===== src/rtl/pixel_stream_gen_pkg.sv =====
// Shared types and constants for pixel_stream_gen and its pattern mux.
package pixel_stream_gen_pkg;

  localparam logic [1:0] MODE_SOLID    = 2'd0;
  localparam logic [1:0] MODE_GRADIENT = 2'd1;
  localparam logic [1:0] MODE_RANDOM   = 2'd2;
  localparam logic [1:0] MODE_CHECKER  = 2'd3;

  typedef enum logic [1:0] {
    ST_IDLE,
    ST_ACTIVE,
    ST_GAP,
    ST_DONE
  } state_e;

  // Taps for x^24+x^23+x^22+x^17+1 on a left-shifting Fibonacci register.
  localparam logic [23:0] LFSR_TAPS = 24'hE10000;

  function automatic logic [23:0] lfsr_step(input logic [23:0] s);
    return {s[22:0], ^(s & LFSR_TAPS)};
  endfunction

endpackage


===== src/rtl/pixel_stream_gen_pattern_lut.sv =====
// Combinational RGB pattern mux. Mode 2 uses the LFSR only when
// PIXEL_GEN_LFSR_EN is defined; otherwise it falls back to the solid colour.
module pixel_pattern_lut
  import pixel_stream_gen_pkg::*;
(
  input  logic [1:0]  mode,
  input  logic [7:0]  solid_r,
  input  logic [7:0]  solid_g,
  input  logic [7:0]  solid_b,
  input  logic [7:0]  pixel_x,
  input  logic [7:0]  line_y,
`ifdef PIXEL_GEN_LFSR_EN
  input  logic [23:0] lfsr,
`endif
  output logic [7:0]  r,
  output logic [7:0]  g,
  output logic [7:0]  b
);

  always_comb begin
    r = solid_r;
    g = solid_g;
    b = solid_b;
    case (mode)
      MODE_GRADIENT: begin
        r = pixel_x;
        g = line_y;
        b = pixel_x ^ line_y;
      end
`ifdef PIXEL_GEN_LFSR_EN
      MODE_RANDOM: begin
        r = lfsr[23:16];
        g = lfsr[15:8];
        b = lfsr[7:0];
      end
`endif
      MODE_CHECKER: begin
        r = (pixel_x[3] ^ line_y[3]) ? 8'hFF : 8'h00;
        g = r;
        b = r;
      end
      default: ;
    endcase
  end

endmodule


===== src/rtl/pixel_stream_gen.sv =====
// RGB888 line/frame source with programmable idle gap between lines.
// Define PIXEL_GEN_LFSR_EN to build the LFSR random pattern for mode 2.
module pixel_stream_gen
  import pixel_stream_gen_pkg::*;
#(
  parameter int          WIDTH_W   = 12,
  parameter int          GAP_W     = 8,
  parameter logic [23:0] LFSR_SEED = 24'h5A5A5A
) (
  input  logic               clk,
  input  logic               rst,
  input  logic               start,
  input  logic               abort,
  input  logic [WIDTH_W-1:0] img_width,
  input  logic [WIDTH_W-1:0] num_lines,
  input  logic [GAP_W-1:0]   idle_cycles,
  input  logic [1:0]         mode,
  input  logic [7:0]         solid_r,
  input  logic [7:0]         solid_g,
  input  logic [7:0]         solid_b,
  input  logic               dout_ready,
  output logic               dout_valid,
  output logic [7:0]         r_data,
  output logic [7:0]         g_data,
  output logic [7:0]         b_data,
  output logic [WIDTH_W-1:0] pixel_cnt,
  output logic [WIDTH_W-1:0] line_cnt,
  output logic               sol,
  output logic               eol,
  output logic               busy,
  output logic               done
);

  localparam logic [WIDTH_W-1:0] ONE_W = WIDTH_W'(1);
  localparam logic [GAP_W-1:0]   ONE_G = GAP_W'(1);

  state_e               state_q, state_d;
  logic [WIDTH_W-1:0]   width_q, width_d;
  logic [WIDTH_W-1:0]   lines_q, lines_d;
  logic [WIDTH_W-1:0]   pix_q, pix_d;
  logic [WIDTH_W-1:0]   line_q, line_d;
  logic [GAP_W-1:0]     gap_cfg_q, gap_cfg_d;
  logic [GAP_W-1:0]     gap_cnt_q, gap_cnt_d;
  logic [1:0]           mode_q, mode_d;
  logic [23:0]          solid_q, solid_d;
  logic                 xfer, last_pix, last_line;
  logic [7:0]           pat_r, pat_g, pat_b;

  assign xfer      = (state_q == ST_ACTIVE) && dout_ready;
  assign last_pix  = (pix_q == width_q - ONE_W);
  assign last_line = (line_q == lines_q - ONE_W);

  always_comb begin
    state_d   = state_q;
    width_d   = width_q;
    lines_d   = lines_q;
    pix_d     = pix_q;
    line_d    = line_q;
    gap_cfg_d = gap_cfg_q;
    gap_cnt_d = gap_cnt_q;
    mode_d    = mode_q;
    solid_d   = solid_q;
    if (abort) begin
      state_d = ST_IDLE;
    end else begin
      case (state_q)
        ST_IDLE: begin
          if (start) begin
            width_d   = img_width;
            lines_d   = num_lines;
            gap_cfg_d = idle_cycles;
            mode_d    = mode;
            solid_d   = {solid_r, solid_g, solid_b};
            pix_d     = '0;
            line_d    = '0;
            state_d   = (img_width != '0 && num_lines != '0) ? ST_ACTIVE : ST_DONE;
          end
        end
        ST_ACTIVE: begin
          if (xfer) begin
            if (last_pix) begin
              pix_d = '0;
              if (last_line) begin
                state_d = ST_DONE;
              end else begin
                line_d = line_q + ONE_W;
                if (gap_cfg_q != '0) begin
                  state_d   = ST_GAP;
                  gap_cnt_d = gap_cfg_q - ONE_G;
                end
              end
            end else begin
              pix_d = pix_q + ONE_W;
            end
          end
        end
        ST_GAP: begin
          if (gap_cnt_q == '0) state_d = ST_ACTIVE;
          else                 gap_cnt_d = gap_cnt_q - ONE_G;
        end
        default: state_d = ST_IDLE;
      endcase
    end
  end

  always_ff @(posedge clk or posedge rst) begin
    if (rst) begin
      state_q   <= ST_IDLE;
      width_q   <= '0;
      lines_q   <= '0;
      pix_q     <= '0;
      line_q    <= '0;
      gap_cfg_q <= '0;
      gap_cnt_q <= '0;
      mode_q    <= MODE_SOLID;
      solid_q   <= '0;
    end else begin
      state_q   <= state_d;
      width_q   <= width_d;
      lines_q   <= lines_d;
      pix_q     <= pix_d;
      line_q    <= line_d;
      gap_cfg_q <= gap_cfg_d;
      gap_cnt_q <= gap_cnt_d;
      mode_q    <= mode_d;
      solid_q   <= solid_d;
    end
  end

`ifdef PIXEL_GEN_LFSR_EN
  logic [23:0] lfsr_q, lfsr_d;

  // Reload on every accepted start, advance only on a real transfer.
  always_comb begin
    lfsr_d = lfsr_q;
    if (!abort) begin
      if (state_q == ST_IDLE && start) lfsr_d = LFSR_SEED;
      else if (xfer)                   lfsr_d = lfsr_step(lfsr_q);
    end
  end

  always_ff @(posedge clk or posedge rst) begin
    if (rst) lfsr_q <= LFSR_SEED;
    else     lfsr_q <= lfsr_d;
  end
`endif

  pixel_pattern_lut u_lut (
    .mode    (mode_q),
    .solid_r (solid_q[23:16]),
    .solid_g (solid_q[15:8]),
    .solid_b (solid_q[7:0]),
    .pixel_x (pix_q[7:0]),
    .line_y  (line_q[7:0]),
`ifdef PIXEL_GEN_LFSR_EN
    .lfsr    (lfsr_q),
`endif
    .r       (pat_r),
    .g       (pat_g),
    .b       (pat_b)
  );

  assign dout_valid = (state_q == ST_ACTIVE);
  assign busy       = (state_q != ST_IDLE);
  assign done       = (state_q == ST_DONE);
  assign pixel_cnt  = pix_q;
  assign line_cnt   = line_q;
  assign sol        = dout_valid && (pix_q == '0);
  assign eol        = dout_valid && last_pix;
  assign r_data     = dout_valid ? pat_r : 8'h00;
  assign g_data     = dout_valid ? pat_g : 8'h00;
  assign b_data     = dout_valid ? pat_b : 8'h00;

endmodule


===== config.mk =====
export PLATFORM = sky130hd
export DESIGN_NAME = pixel_stream_gen
export DESIGN_NICKNAME = d
export VERILOG_FILES = /design/src/rtl/pixel_stream_gen_pkg.sv /design/src/rtl/pixel_stream_gen_pattern_lut.sv /design/src/rtl/pixel_stream_gen.sv
export SDC_FILE = /design/constraint.sdc
export NUM_CORES = 1
export LEC_CHECK = 0
export ABC_AREA = 1
export ABC_CLOCK_PERIOD_IN_PS = 3300
export CAP_MARGIN = 25
export CORE_MARGIN = 2
export CORE_UTILIZATION = 40
export CTS_CLUSTER_SIZE = 30
export DETAILED_ROUTE_END_ITERATION = 8
export GPL_ROUTABILITY_DRIVEN = 0
export GPL_TIMING_DRIVEN = 1
export SKIP_CTS_REPAIR_TIMING = 1
export SLEW_MARGIN = 15
export SYNTH_ARGS = -nofsm -noshare
export SYNTH_HDL_FRONTEND = slang
export SYNTH_SLANG_ARGS = --single-unit
export TNS_END_PERCENT = 30

===== constraint.sdc =====
create_clock -name clk -period 3.3 [get_ports clk]
set_input_delay 0.66 -clock clk [delete_from_list [all_inputs] [get_ports clk]]
set_output_delay 0.66 -clock clk [all_outputs]
set_load 0.005 [all_outputs]

==> flow_summary.toml <==
[run_status]
status = "finished clean"

[floorplanning]
core_area_um2 = 14480
start_util = 0.4066
design.die.area_um2 = 15700
die_w_um = 125.3
rows = 44
die_y_um = 125.3
io_pins = 116

[sta]
fmax_mhz = 315.1
slew_headroom = 0.5363
setup_slack_ns = 0.1264
rsz0062_at_grt = "false"
fin_skew_ns = 0.006024
worst_pin_slew_ns = 0.6956
hold_viol = 0
slew_violations = 0
setup_viol = 0
fin_crit_sh = 0.9617
tns_ns = 0
min_period_ns = 3.174

[clock_network]
cts.sinks = 92
cts_tree = "yes"
cts_buffers = 9
clk_latency_ns = 0.35
htree_num_levels = 3
clockBufferDepth = 2
cts-root-buf = "clkbuf_16"
clkTransAtPathRegs_ns = 0.07

[critical_path]
worstSetupPathType = "reg2out"
crit_arrival_ns = 2.51
slowest_stage = "clkdlybuf4s50_1"
cpPeakStageDelay_ns = 0.56
cp_cell_sequence = "inv_1, o21ai_0, a21oi_1, nand2_4, a31oi_1, clkdlybuf4s50_1"
required_ns = 2.64
cp-end-kind = "output pin"
cp_max_fo = 23
start_kind = "flip-flop"

[finish]
fin_nets = 943
final_layout_size_suffix_gt1_frac = 0.08760
finalInstanceArea_um2 = 7482
fillers = 1413
n_antenna_cell = 0
area_growth_pct = 27.10

[hold_path]
min_path_type = "reg2reg"

[detailed_routing]
routed_wl_mm = 16.31
remaining_drc_errors = 0
antenna_left = 0
wl_per_cell_um = 15.34
drt-vias-per-instance = 5.076
first_pass_iters = 6
drt_first_iter_violations = 333
vias = 5396

[global_routing]
grt_use_met1 = 0.2868
grt.overflow.total = 0
grt_pass1_wl_mm = 26.88
met3_usage = 0.04621
use_met2 = 0.3389
grt_pass1_vias = 5319
antenna_found_initial = 0
grt_max_degree = 80
gr-max-usage-layer = "met2"
grt_util_all_layers = 0.2132

[pwr]
leakagePower_nw = 3.453
pwr-share-clk = 0.184
power_frac_seq = 0.353
power_frac_comb = 0.463
switching_share = 0.4039
irDropWorstVdd_mv = 0.3709
power.total_mw = 5.481
power_switching_mw = 2.214
p_int_mw = 3.267
power.density_nw_per_um2 = 732.6

[synthesis]
yosys.cell_types.count = 42
synthArstFlopShare = 1.000
ys_seq_area_frac = 0.3911
synth_warnings = 0
yosysMostFrequentCell = "nand2_1"
synth_area_um2 = 5887
synthTopCellsByArea = "dfrtp_1 (39%), nand2_1 (12%), mux2_4 (7.7%)"
synth-seq-cells = 92
synth_ff_type = "dfrtp_1"
synth_edf_count = 0
syn_inst = 764
synth.avg_cell_area_um2 = 7.705
synthTopCellsByCount = "nand2_1 (192), nor2_1 (110), dfrtp_1 (92), inv_1 (82), nand3_1 (58)"
yosysTopAreaCell = "dfrtp_1"
netlist.area_leader.share = 0.3911
syn_nets = 833

[place]
dpl_cell_area_um2 = 7179
dp_slack_ns = 0.2931
dp_hpwl_mm = 12.34
port_buffers = 115

[run]
cap_viol_max_count = 0
## final timing paths
kind | slack (ns) | end | cells after the start | startpoint
setup / recovery | 0.13 | g_data[0] | 6 | line_cnt[3]$_DFFE_PP0P_
hold / removal | 0.49 | solid_q[23]$_DFFE_PP0P_ | 1 | solid_q[23]$_DFFE_PP0P_
setup reg to reg | 0.73 | solid_q[22]$_DFFE_PP0P_ | 9 | state_q[0]$_DFFE_PP0P_
hold reg to reg | 0.49 | solid_q[23]$_DFFE_PP0P_ | 1 | solid_q[23]$_DFFE_PP0P_
max in group asynchronous | 1.93 | lines_q[2]$_DFFE_PP0P_ | 3 | rst
min in group asynchronous | 0.70 | solid_q[8]$_DFFE_PP0P_ | 2 | rst
## stage by stage
step,hold WS [ns],utilization,std cells
3_3_place_gp,0.4793,0.4959,1047
2_1_floorplan,0.4646,-,764
3_5_place_dp,0.4826,0.4959,1047
5_1_grt,0.5249,0.5168,1063
6_report,0.4909,0.5168,1063
4_1_cts,0.4986,0.5155,1063
## critical path: cells and delay by family (launching register included)
family                 cells  cell delay [ns]
buffers and inverters      2             0.76
AOI/OAI and AO/OA          3             0.68
DFF                        1             0.49
and+or+nand+nor            1             0.22
## flip-flops by register name, summed over array words and instances, names as in the netlist
| register | cells |
|---|---|
| width_q | 12 |
| lines_q | 12 |
| gap_cnt_q | 8 |
| line_cnt | 12 |
| mode_q | 2 |
| pixel_cnt | 12 |
| state_q | 2 |
| solid_q | 24 |
| gap_cfg_q | 8 |
## kinds of logic after synthesis
family,after synthesis,share of synthesized area
and+or+nand+nor,410,0.2997
buffers and inverters,113,0.08608
DFF,92,0.3911
AOI/OAI and AO/OA,70,0.06567
muxes,43,0.1001
xor gates and xnor gates,30,0.04463
adders and majority gates,6,0.01275
## power groups by stage
stage	combinational, mW	sequential (mW)	clock [mW]
floorplan	1.95	1.83	0
global placement	2.47	1.94	0
detailed placement	2.54	1.94	0
CTS	2.54	1.93	1.04
global route	2.84	2.00	1.08
finish	2.54	1.94	1.01
## area by class of cell
type	count	area, µm²	share of cell area
clock buffers	9	225.2	0.03010
multi-input cells	559	3094	0.4135
flip-flops and latches	92	2302	0.3077
repair buffers	125	1241	0.1659
inverters	87	330.3	0.04415
well taps	184	230.2	0.03077
clock inverters	7	58.81	0.007860
## layer usage
metal	share of wire	vias up	wire [µm]
li1	-	2694	-
met4	0.023	0	367
met3	0.052	29	845
met2	0.46	151	7467
met5	0	-	0
met1	0.47	2522	7628
## placed cells by master, fill, tap and decap left out, drive strengths merged
| master | netlist | routed |
|---|---|---|
| a21oi | 25 | 25 |
| a31oi | 18 | 18 |
| buf | 16 | 10 |
| clkbuf | 10 | 9 |
| clkdlybuf4s50 | 0 | 114 |
| clkinv | 2 | 5 |
| clkinvlp | 0 | 2 |
| dfrtp | 92 | 92 |
| dlymetal6s2s | 0 | 1 |
| ha | 6 | 6 |
| inv | 85 | 87 |
| mux2 | 37 | 37 |
| mux2i | 6 | 6 |
| nand2 | 195 | 195 |
| nand3 | 59 | 59 |
| nand3b | 3 | 3 |
| nand4 | 10 | 10 |
| nor2 | 115 | 115 |
| nor3 | 10 | 10 |
| nor3b | 1 | 1 |
| nor4 | 12 | 12 |
| o21ai | 19 | 19 |
| o22ai | 8 | 8 |
| or2 | 4 | 4 |
| or4 | 1 | 1 |
| xnor2 | 9 | 9 |
| xor2 | 21 | 21 |
Note: power is estimated with default switching activity, not from simulation.
